`config.mk`:
```
export PLATFORM = sky130hd
export DESIGN_NAME = countdown_timer
export DESIGN_NICKNAME = d
export VERILOG_FILES = /design/src/rtl/timer_pkg.sv /design/src/rtl/timer_prescaler.sv /design/src/rtl/countdown_timer.sv
export SDC_FILE = /design/constraint.sdc
export NUM_CORES = 1
export LEC_CHECK = 0
export BUFFER_PORTS_ARGS = -buffer_cell sky130_fd_sc_hd__buf_2
export CAP_MARGIN = 20
export CORE_MARGIN = 4
export CORE_UTILIZATION = 40
export DETAILED_ROUTE_END_ITERATION = 7
export GPL_TIMING_DRIVEN = 0
export PLACE_DENSITY = 0.69
export SYNTH_ARGS = -nofsm -noshare
export SYNTH_HDL_FRONTEND = slang
export SYNTH_SLANG_ARGS = --single-unit
```
`constraint.sdc`:
```
create_clock -name clk_i -period 3.39 [get_ports clk_i]
set_clock_uncertainty 0.2 [all_clocks]
set_input_delay 0.678 -clock clk_i [delete_from_list [all_inputs] [get_ports clk_i]]
set_output_delay 0.678 -clock clk_i [all_outputs]
set_load 0.01 [all_outputs]
```
`src/rtl/timer_pkg.sv`:
```
// -----------------------------------------------------------------------------
// timer_pkg
// Shared definitions for the countdown timer: the two-state FSM encoding used
// by countdown_timer.
// -----------------------------------------------------------------------------
package timer_pkg;

  typedef enum logic {
    IDLE = 1'b0,
    RUN  = 1'b1
  } timer_state_e;

endpackage : timer_pkg

```
`src/rtl/timer_prescaler.sv`:
```
// -----------------------------------------------------------------------------
// timer_prescaler
// Free-running divider that produces one tick every limit_i+1 enabled cycles.
//
// Ports:
//   clk_i    : clock, all state on rising edge
//   reset_i  : synchronous active-high reset
//   clr_i    : synchronous clear of the divider count (wins over en_i)
//   en_i     : count enable
//   limit_i  : terminal value; the count wraps to 0 after reaching it
//   tick_o   : high in the cycle where the count equals limit_i while enabled
// -----------------------------------------------------------------------------
module timer_prescaler #(
  parameter int PRE_WIDTH = 8
) (
  input  logic                 clk_i,
  input  logic                 reset_i,
  input  logic                 clr_i,
  input  logic                 en_i,
  input  logic [PRE_WIDTH-1:0] limit_i,
  output logic                 tick_o
);

  logic [PRE_WIDTH-1:0] cnt_q;
  logic [PRE_WIDTH-1:0] cnt_d;
  logic                 at_limit;

  assign at_limit = (cnt_q == limit_i);

  always_comb begin
    cnt_d = cnt_q;
    if (clr_i) begin
      cnt_d = '0;
    end else if (en_i) begin
      cnt_d = at_limit ? '0 : cnt_q + 1'b1;
    end
  end

  always_ff @(posedge clk_i) begin
    if (reset_i) begin
      cnt_q <= '0;
    end else begin
      cnt_q <= cnt_d;
    end
  end

  // A clear in the same cycle suppresses the tick so a stop can never be
  // followed by a decrement.
  assign tick_o = en_i && !clr_i && at_limit;

endmodule : timer_prescaler

```
`src/rtl/countdown_timer.sv`:
```
// -----------------------------------------------------------------------------
// countdown_timer
// Loadable down-counter with prescaler, optional auto-reload and abort.
// A load is accepted in IDLE; the count then decrements once per prescaler
// tick. When a tick hits count 1, expired_o pulses for one cycle and the
// counter either reloads (auto mode) or returns to IDLE with count 0.
//
// Ports:
//   clk_i, reset_i : clock and synchronous active-high reset
//   load_valid_i   : load request
//   load_ready_o   : high in IDLE (load can be accepted)
//   load_value_i   : start count, sampled on handshake
//   reload_i       : auto-reload mode, sampled on handshake
//   prescale_i     : tick every prescale_i+1 cycles, sampled on handshake
//   stop_i         : abort a running countdown (holds count, no pulse)
//   count_o        : current remaining count
//   busy_o         : high in RUN
//   expired_o      : one-cycle pulse at terminal count
// -----------------------------------------------------------------------------
module countdown_timer
  import timer_pkg::*;
#(
  parameter int WIDTH     = 32,
  parameter int PRE_WIDTH = 8
) (
  input  logic                 clk_i,
  input  logic                 reset_i,
  input  logic                 load_valid_i,
  output logic                 load_ready_o,
  input  logic [WIDTH-1:0]     load_value_i,
  input  logic                 reload_i,
  input  logic [PRE_WIDTH-1:0] prescale_i,
  input  logic                 stop_i,
  output logic [WIDTH-1:0]     count_o,
  output logic                 busy_o,
  output logic                 expired_o
);

  timer_state_e         state_q,    state_d;
  logic [WIDTH-1:0]     count_q,    count_d;
  logic [WIDTH-1:0]     reload_q,   reload_d;
  logic                 auto_q,     auto_d;
  logic [PRE_WIDTH-1:0] prescale_q, prescale_d;
  logic                 expired_q,  expired_d;

  logic handshake;
  logic stop_run;
  logic pre_clr;
  logic pre_en;
  logic tick;

  assign handshake = load_valid_i && (state_q == IDLE);
  assign stop_run  = stop_i && (state_q == RUN);

  // The divider restarts on every new load and on abort so the next run
  // always sees a full first period.
  assign pre_clr = handshake || stop_run;
  assign pre_en  = (state_q == RUN);

  timer_prescaler #(
    .PRE_WIDTH (PRE_WIDTH)
  ) u_prescaler (
    .clk_i   (clk_i),
    .reset_i (reset_i),
    .clr_i   (pre_clr),
    .en_i    (pre_en),
    .limit_i (prescale_q),
    .tick_o  (tick)
  );

  always_comb begin
    state_d    = state_q;
    count_d    = count_q;
    reload_d   = reload_q;
    auto_d     = auto_q;
    prescale_d = prescale_q;
    expired_d  = 1'b0;

    if (state_q == IDLE) begin
      if (handshake) begin
        count_d    = load_value_i;
        reload_d   = load_value_i;
        auto_d     = reload_i;
        prescale_d = prescale_i;
        // A zero load expires immediately without ever entering RUN.
        if (load_value_i == '0) begin
          expired_d = 1'b1;
        end else begin
          state_d = RUN;
        end
      end
    end else begin
      if (stop_i) begin
        // Abort wins over a coincident tick: count is frozen as-is.
        state_d = IDLE;
      end else if (tick) begin
        if (count_q == WIDTH'(1)) begin
          expired_d = 1'b1;
          if (auto_q) begin
            count_d = reload_q;
          end else begin
            count_d = '0;
            state_d = IDLE;
          end
        end else begin
          count_d = count_q - 1'b1;
        end
      end
    end
  end

  always_ff @(posedge clk_i) begin
    if (reset_i) begin
      state_q    <= IDLE;
      count_q    <= '0;
      reload_q   <= '0;
      auto_q     <= 1'b0;
      prescale_q <= '0;
      expired_q  <= 1'b0;
    end else begin
      state_q    <= state_d;
      count_q    <= count_d;
      reload_q   <= reload_d;
      auto_q     <= auto_d;
      prescale_q <= prescale_d;
      expired_q  <= expired_d;
    end
  end

  assign count_o      = count_q;
  assign expired_o    = expired_q;
  assign busy_o       = (state_q == RUN);
  assign load_ready_o = (state_q == IDLE);

endmodule : countdown_timer

```
==> results of run 1 <==
state kept, by name, summed over array words and instances, names as in the netlist:
| name | cells |
|---|---|
| count_o | 32 |
| reload_q | 32 |
| prescale_q | 8 |
| u_prescaler.cnt_q | 8 |
| auto_q | 1 |
| busy_o | 1 |
| expired_o | 1 |
area by class of cell:
type | instances | area, µm² | area share
buffer | 43 | 189 | 0.0357
clock buffer | 10 | 128 | 0.0241
clock inverter | 6 | 90.1 | 0.0170
inverter | 13 | 48.8 | 0.00923
multi-input combinational | 453 | 2570 | 0.487
sequential | 83 | 1660 | 0.314
tap | 140 | 175 | 0.0331
timing repair buffer | 82 | 420 | 0.0795
worst reg2reg max path, cell delays in order, from the launching register on:
cell,delay (ns)
dfxtp_1,0.40
nor4_2,0.76
nand3_1,0.56
nor3_2,0.47
nor3b_1,0.39
mux2i_1,0.24
a31oi_1,0.09
cell usage in the layout (no fill, tap or decap), types with 9 or more instances in the layout:
| cell | count |
|---|---|
| clkbuf_8 | 9 |
| and3_1 | 11 |
| inv_1 | 13 |
| nor2_1 | 56 |
| nand2_1 | 110 |
| clkbuf_1 | 35 |
| xor2_1 | 13 |
| nand3_1 | 16 |
| nor4_1 | 18 |
| nor3_1 | 12 |
| a21oi_1 | 67 |
| buf_2 | 82 |
| dfxtp_1 | 83 |
| o21ai_0 | 23 |
| nand4_1 | 12 |
| xnor2_1 | 23 |
stage by stage:
step	util	instances
2_1_floorplan	-	592
3_5_place_dp	0.461	810
3_3_place_gp	0.461	810
4_1_cts	0.482	826
6_report	0.485	830
5_1_grt	0.485	830
worst max path at each step:
stage | slack, ns | endpoint
after floorplan | 0.57 | count_o[22]
after global placement | -0.04 | count_o[31]
after detailed placement | -0.03 | count_o[31]
after CTS | 0.02 | count_o[31]
after global routing | 0.07 | load_ready_o
final | 0.14 | load_ready_o
logic make-up after synthesis:
logic type               synth area share
AO/OA/AOI/OAI                       0.208
AND/OR/NAND/NOR                     0.280
adder cells (fa/ha/maj)           0.00843
XOR/XNOR                           0.0708
flip-flops                          0.373
buffers and inverters              0.0534
multiplexers                      0.00674
layer usage:
metal | track usage | vias to the layer above
li1 | - | 2297
met1 | 0.331 | 2296
met2 | 0.390 | 275
met3 | 0.0578 | 33
met4 | 0.0849 | 0
met5 | 0 | -
timing repair:
action / CTS / global route
buffers inserted: 0 / 3
pin swaps: 0 / 1
setup endpoints to repair: 1 / 14
gates resized for setup: 1 / 2
power by group:
part	leakage, nW	switching [mW]	internal (mW)	total (mW)
sequential	0.683	0.0787	1.04	1.12
combinational	1.26	0.388	0.226	0.614
clock	0.106	0.387	0.417	0.803
==> impl_metrics.sql, run 1 <==
INSERT INTO impl_metrics (metric_group, metric, value, unit) VALUES
('critical_path', 'end_kind', 'output port', ''),
('floorplanning', 'placeableCoreArea', '10900', 'µm²'),
('logic_synthesis', 'synth_largest_area_cell', 'dfxtp_1', ''),
('sta', 'share_of_the_clock_period_used_by_the_worst_path', '0.960', ''),
('logic_synthesis', 'number_of_flip_flops_and_latches_in_the_synthesized_netlist', '83', ''),
('logic_synthesis', 'ys_top_cells_by_count', 'nand2_1 (110), dfxtp_1 (83), a21oi_1 (67), nor2_1 (56), clkbuf_1 (34)', ''),
('sta', 'final.min_clock_period', '3.25', 'ns'),
('routing', 'detail_route.wl_per_cell', '19.4', 'µm'),
('place', 'place_worst_setup_slack', '-0.0344', 'ns'),
('critical_path', 'worstSetupStartpointType', 'flop', ''),
('floorplanning', 'initial_utilization', '0.409', ''),
('final_layout', 'flow.area_growth_from_synthesis', '18.6', '%'),
('logic_synthesis', 'synthDominantCellAreaShare', '0.373', ''),
('critical_path', 'worstPathRequired', '2.51', 'ns'),
('routing', 'post-route-drc-count', '0', ''),
('critical_path', 'cp_slowest_cell', 'clkbuf_1', ''),
('floorplanning', 'floorplan.die_area', '12900', 'µm²'),
('cts', 'cts_root_buf', 'clkbuf_8', ''),
('critical_path', 'worst-r2r-setup-slack', '0.16', 'ns'),
('sta', 'rsz0062_at_grt', 'false', ''),
('grt', 'antenna_found_initial', '0', ''),
('logic_synthesis', 'mappedNetlistNets', '640', ''),
('logic_synthesis', 'synth_top_cells_by_area', 'dfxtp_1 (37%), nand2_1 (9.3%), a21oi_1 (7.5%)', ''),
('place', 'place_area', '5020', 'µm²'),
('logic_synthesis', 'netlist_instances', '592', ''),
('grt', 'grt_usage', '0.247', ''),
('final_layout', 'num_antenna_cells', '0', ''),
('grt', 'globalRouteOverflowTotal', '0', ''),
('critical_path', 'worstPathMaxFanout', '10', ''),
('sta', 'final.hold.worst_slack', '0.262', 'ns'),
('cts', 'clock_sinks', '83', ''),
('min_path', 'hold_wc_startpoint', 'reload_q[20]', ''),
('outcome', 'run_status', 'finished, final reports clean', ''),
('cts', 'clock_tree.htree_level_count', '3', ''),
('place', 'hpwl_after_dpl', '11.9', 'mm'),
('routing', 'detail_route.first_pass.iterations', '6', ''),
('critical_path', 'critPathMostFrequentCell', 'clkbuf_1', ''),
('sta', 'max_slew.worst_pin.slew', '0.805', 'ns'),
('routing', 'm1WireLength', '6.72', 'mm'),
('cts', 'cts_made_buffers', '9', ''),
('routing', 'via_count', '4901', ''),
('logic_synthesis', 'synth-seq-area-share', '0.373', ''),
('critical_path', 'crit_family', 'buffers and inverters', ''),
('place', 'port_buffers', '78', ''),
('routing', 'detail_route.wirelength', '16.1', 'mm'),
('routing', 'topRoutingLayerUsed', 'met4', ''),
('logic_synthesis', 'post-synth-top-count-cell', 'nand2_1', ''),
('floorplanning', 'ios', '80', ''),
('logic_synthesis', 'synthesis.area_per_instance', '7.53', 'µm²'),
('routing', 'detailroute.wirelength.met3', '1.71', 'mm'),
('sta', 'worst_slew_margin_rel', '0.459', ''),
('logic_synthesis', 'async_flop_share', '0', ''),
('critical_path', 'reg2reg_to', 'count_o[31]', ''),
('sta', 'fin_ws', '0.136', 'ns'),
('grt', 'via_count_of_the_first_global_routing_pass', '4724', ''),
('logic_synthesis', 'netlist_area', '4460', 'µm²'),
('min_path', 'holdPathEnd', 'reload_q[20]', ''),
('cts', 'clk-insertion-delay-late', '0.36', 'ns'),
('cts', 'post_cts_hold_buffer_count', '0', ''),
('min_path', 'min_path_cells', '2', ''),
('critical_path', 'worst-endpoint-arrival', '2.38', 'ns'),
('sta', 'slew_limit_fails', '0', ''),
('cts', 'clk_pin_slew_worst_paths', '0.09', 'ns'),
('sta', 'fin_tns_setup', '0', 'ns'),
('routing', 'detailedRoute.firstIterationViolations', '531', ''),
('grt', 'grt_max_degree', '15', ''),
('critical_path', 'timing.critical_path.from', 'busy_o', ''),
('floorplanning', 'std_cell_rows', '38', ''),
('logic_synthesis', 'yosysWarningCount', '0', ''),
('run', 'max_cap_viol_count', '0', ''),
('sta', 'finalSetupViolCount', '0', '');
No activity file was read; power rests on OpenSTA's default activity.
==> inputs of run 2 (changes only) <==
--- a/config.mk
+++ b/config.mk
@@ -8,10 +8,11 @@
 export BUFFER_PORTS_ARGS = -buffer_cell sky130_fd_sc_hd__buf_2
 export CAP_MARGIN = 20
 export CORE_MARGIN = 4
-export CORE_UTILIZATION = 40
+export CORE_UTILIZATION = 35
 export DETAILED_ROUTE_END_ITERATION = 7
 export GPL_TIMING_DRIVEN = 0
-export PLACE_DENSITY = 0.69
+export PLACE_DENSITY = 0.63
+export RECOVER_POWER = 25
 export SYNTH_ARGS = -nofsm -noshare
 export SYNTH_HDL_FRONTEND = slang
 export SYNTH_SLANG_ARGS = --single-unit
==> constraint.sdc (replaced) <==
create_clock -name clk_i -period 3.4 [get_ports clk_i]
set_clock_uncertainty 0.2 [all_clocks]
set_input_delay 0.68 -clock clk_i [delete_from_list [all_inputs] [get_ports clk_i]]
set_output_delay 0.68 -clock clk_i [all_outputs]
set_load 0.01 [all_outputs]
==> run 2 against run 1 <==
  * Non-clock buffer count is the same
  * Hold slack got worse by 0.0010 ns
  * Critical path type unchanged
  * Critical path depth stayed put
  * Combinational power decreased by 2%
  * Design area grew 1.4%
  * Cell count up 3.4%
  * Utilization down 4.6 points
  * Clock-buffer cell count stayed put
  * Sequential share of layout area shrank 0.45 points
  * Critical endpoint unchanged
  * Largest cell class unchanged
  * Register-to-register slack improved by 0.09 ns
==> impl_metrics.sql, run 2 (same netlist as run 1, synthesis figures left out) <==
INSERT INTO impl_metrics (metric_group, metric, value, unit) VALUES
('outcome', 'run_status', 'finished, final reports clean', ''),
('cts', 'cts_made_buffers', '9', ''),
('grt', 'grt-busiest-layer', 'met2', ''),
('final_layout', 'leading_cell_type_in_the_layout_fill_and_taps_excluded', 'nand2_1', ''),
('sta', 'max_slew.worst_pin.slew', '0.785', 'ns'),
('cts', 'clock_tree.htree_level_count', '3', ''),
('cts', 'clk-insertion-delay-late', '0.35', 'ns'),
('sta', 'rsz0062_at_grt', 'false', ''),
('critical_path', 'cp_slowest_cell', 'clkbuf_1', ''),
('critical_path', 'worstPathMaxFanout', '10', ''),
('routing', 'post-route-drc-count', '0', ''),
('pwr', 'leakagePower', '1.96', 'nW'),
('cts', 'tritoncts', 'yes', ''),
('cts', 'cts_root_buf', 'clkbuf_16', ''),
('min_path', 'min_path_cells', '2', ''),
('grt', 'via_count_of_the_first_global_routing_pass', '4605', ''),
('critical_path', 'reg2reg_depth', '10', ''),
('routing', 'via_count', '4787', ''),
('place', 'hpwl_after_dpl', '12.1', 'mm'),
('sta', 'finalSetupViolCount', '0', ''),
('critical_path', 'crit_family', 'buffers and inverters', ''),
('sta', 'final_hold_viol_count', '0', ''),
('critical_path', 'reg2reg_to', 'count_o[12]', ''),
('cts', 'clk_pin_slew_worst_paths', '0.07', 'ns'),
('cts', 'clockBufferDepth', '2', ''),
('grt', 'grt_first_pass_wirelength', '24.8', 'mm'),
('final_layout', 'fin_util', '0.439', ''),
('grt', 'grt_max_degree', '15', ''),
('run', 'max_cap_viol_count', '0', ''),
('floorplanning', 'placeableCoreArea', '12200', 'µm²'),
('place', 'port_buffers', '78', ''),
('pwr', 'report.power.total', '2.71', 'mW'),
('routing', 'detail_route.first_pass.iterations', '5', ''),
('final_layout', 'post_route_cells_drive_above_1_share', '0.123', ''),
('sta', 'slew_limit_fails', '0', ''),
('sta', 'achievable-frequency', '311', 'MHz'),
('routing', 'detail_route.wirelength', '16.1', 'mm'),
('place', 'routability_cong', '0.999', ''),
('final_layout', 'flow.area_growth_from_synthesis', '20.3', '%'),
('sta', 'share_of_the_clock_period_used_by_the_worst_path', '0.946', ''),
('critical_path', 'worstReg2RegStart', 'count_o[24]', ''),
('cts', 'clock_sinks', '83', ''),
('final_layout', 'final_area', '5360', 'µm²'),
('critical_path', 'worstPathRequired', '2.52', 'ns'),
('min_path', 'worstHoldPathType', 'reg2reg', ''),
('place', 'place_area', '5060', 'µm²'),
('floorplanning', 'die-width', '121', 'µm'),
('floorplanning', 'initial_utilization', '0.365', ''),
('pwr', 'power.density_cell_area', '506', 'nW/µm²'),
('critical_path', 'critical_path.cell_chain', 'clkbuf_1 > inv_1 > clkbuf_1 > clkbuf_1 > buf_2', ''),
('floorplanning', 'std_cell_rows', '40', ''),
('floorplanning', 'floorplan.die_area', '14600', 'µm²'),
('sta', 'final.min_clock_period', '3.22', 'ns'),
('grt', 'use_met3', '0.0547', ''),
('critical_path', 'cp_slowest_stage_delay', '0.50', 'ns'),
('floorplanning', 'chipHeight', '121', 'µm'),
('routing', 'detail_route.wl_per_cell', '18.8', 'µm'),
('routing', 'viasPerCell', '5.58', ''),
('final_layout', 'num_antenna_cells', '0', ''),
('min_path', 'holdPathEnd', 'reload_q[30]', ''),
('critical_path', 'critPathMostFrequentCell', 'clkbuf_1', ''),
('routing', 'detailedRoute.firstIterationViolations', '455', ''),
('critical_path', 'setup.worst_path.class', 'reg2out', ''),
('grt', 'antenna_found_initial', '0', ''),
('routing', 'postRouteAntennaNets', '0', ''),
('critical_path', 'worstSetupStartpointType', 'flop', ''),
('critical_path', 'worst-r2r-setup-slack', '0.25', 'ns'),
('final_layout', 'most-common-layout-cells', 'nand2_1 (110), dfxtp_1 (83), a21oi_1 (67)', ''),
('sta', 'fin_tns_setup', '0', 'ns'),
('floorplanning', 'ios', '80', ''),
('critical_path', 'critical_path.n_buffers_inverters', '5', ''),
('min_path', 'hold_wc_startpoint', 'reload_q[30]', ''),
('critical_path', 'worst-endpoint-arrival', '2.34', 'ns'),
('critical_path', 'end_kind', 'output port', ''),
('grt', 'grt_usage', '0.217', ''),
('grt', 'globalRouteOverflowTotal', '0', ''),
('final_layout', 'final_nets', '733', ''),
('sta', 'worst_slew_margin_rel', '0.472', ''),
('pwr', 'irDropWorstVdd', '0.246', 'mV'),
('grt', 'globalRouteMet2Util', '0.334', ''),
('grt', 'globalRouteMet1Util', '0.285', '');
## run 2: final cells by class
type                            instances  area (µm²)
Clock inverter                          6        66.3
Buffer                                 43         189
Clock buffer                           10         229
Multi-Input combinational cell        453        2570
Inverter                               13        48.8
Sequential cell                        83        1660
Tap cell                              168         210
Fill cell                            1293        6850
Timing Repair Buffer                   82         384
## run 2: report_power, final
group | internal (mW) | leakage (nW) | switching (mW) | total, mW
Combinational | 0.217 | 1.15 | 0.385 | 0.602
Sequential | 1.04 | 0.683 | 0.0790 | 1.12
Clock | 0.569 | 0.135 | 0.422 | 0.991
## run 2: worst min-delay path: cells and delay by family, from the launching register on
family / cells / cell delay [ns]
compound gates: 1 / 0.05
flops: 1 / 0.31
simple gates: 1 / 0.05
## run 2: worst max-delay path by stage
stage / start / end / slack [ns] / cells after the start
after floorplan: count_o[24] / count_o[22] / 0.58 / 8
after global placement: count_o[2] / count_o[31] / 0.02 / 7
after detailed placement: count_o[2] / count_o[31] / 0.04 / 7
after CTS: count_o[2] / count_o[31] / 0.04 / 7
after global routing: count_o[24] / count_o[8] / 0.07 / 10
final: busy_o / load_ready_o / 0.18 / 5
## run 2: timing repair
action                     CTS  global route
resized for setup            0             3
setup endpoints to repair    0            16
setup buffers                0             3
hold buffers                 0             0
## run 2: metrics by stage
step | setup slack, ns | hold slack (ns) | std cells
detailed placement | 0.0391 | 0.250 | 838
global placement | 0.0186 | 0.246 | 838
finish | 0.184 | 0.261 | 858
floorplan | 0.580 | 0.232 | 592
global route | 0.0686 | 0.276 | 858
CTS | 0.0353 | 0.260 | 854
## run 2: per-layer routing
layer  vias to the layer above  share of wire
met1                      2192           0.43
met3                        45          0.092
met5                         -              0
li1                       2293              -
met4                         0          0.035
met2                       257           0.45
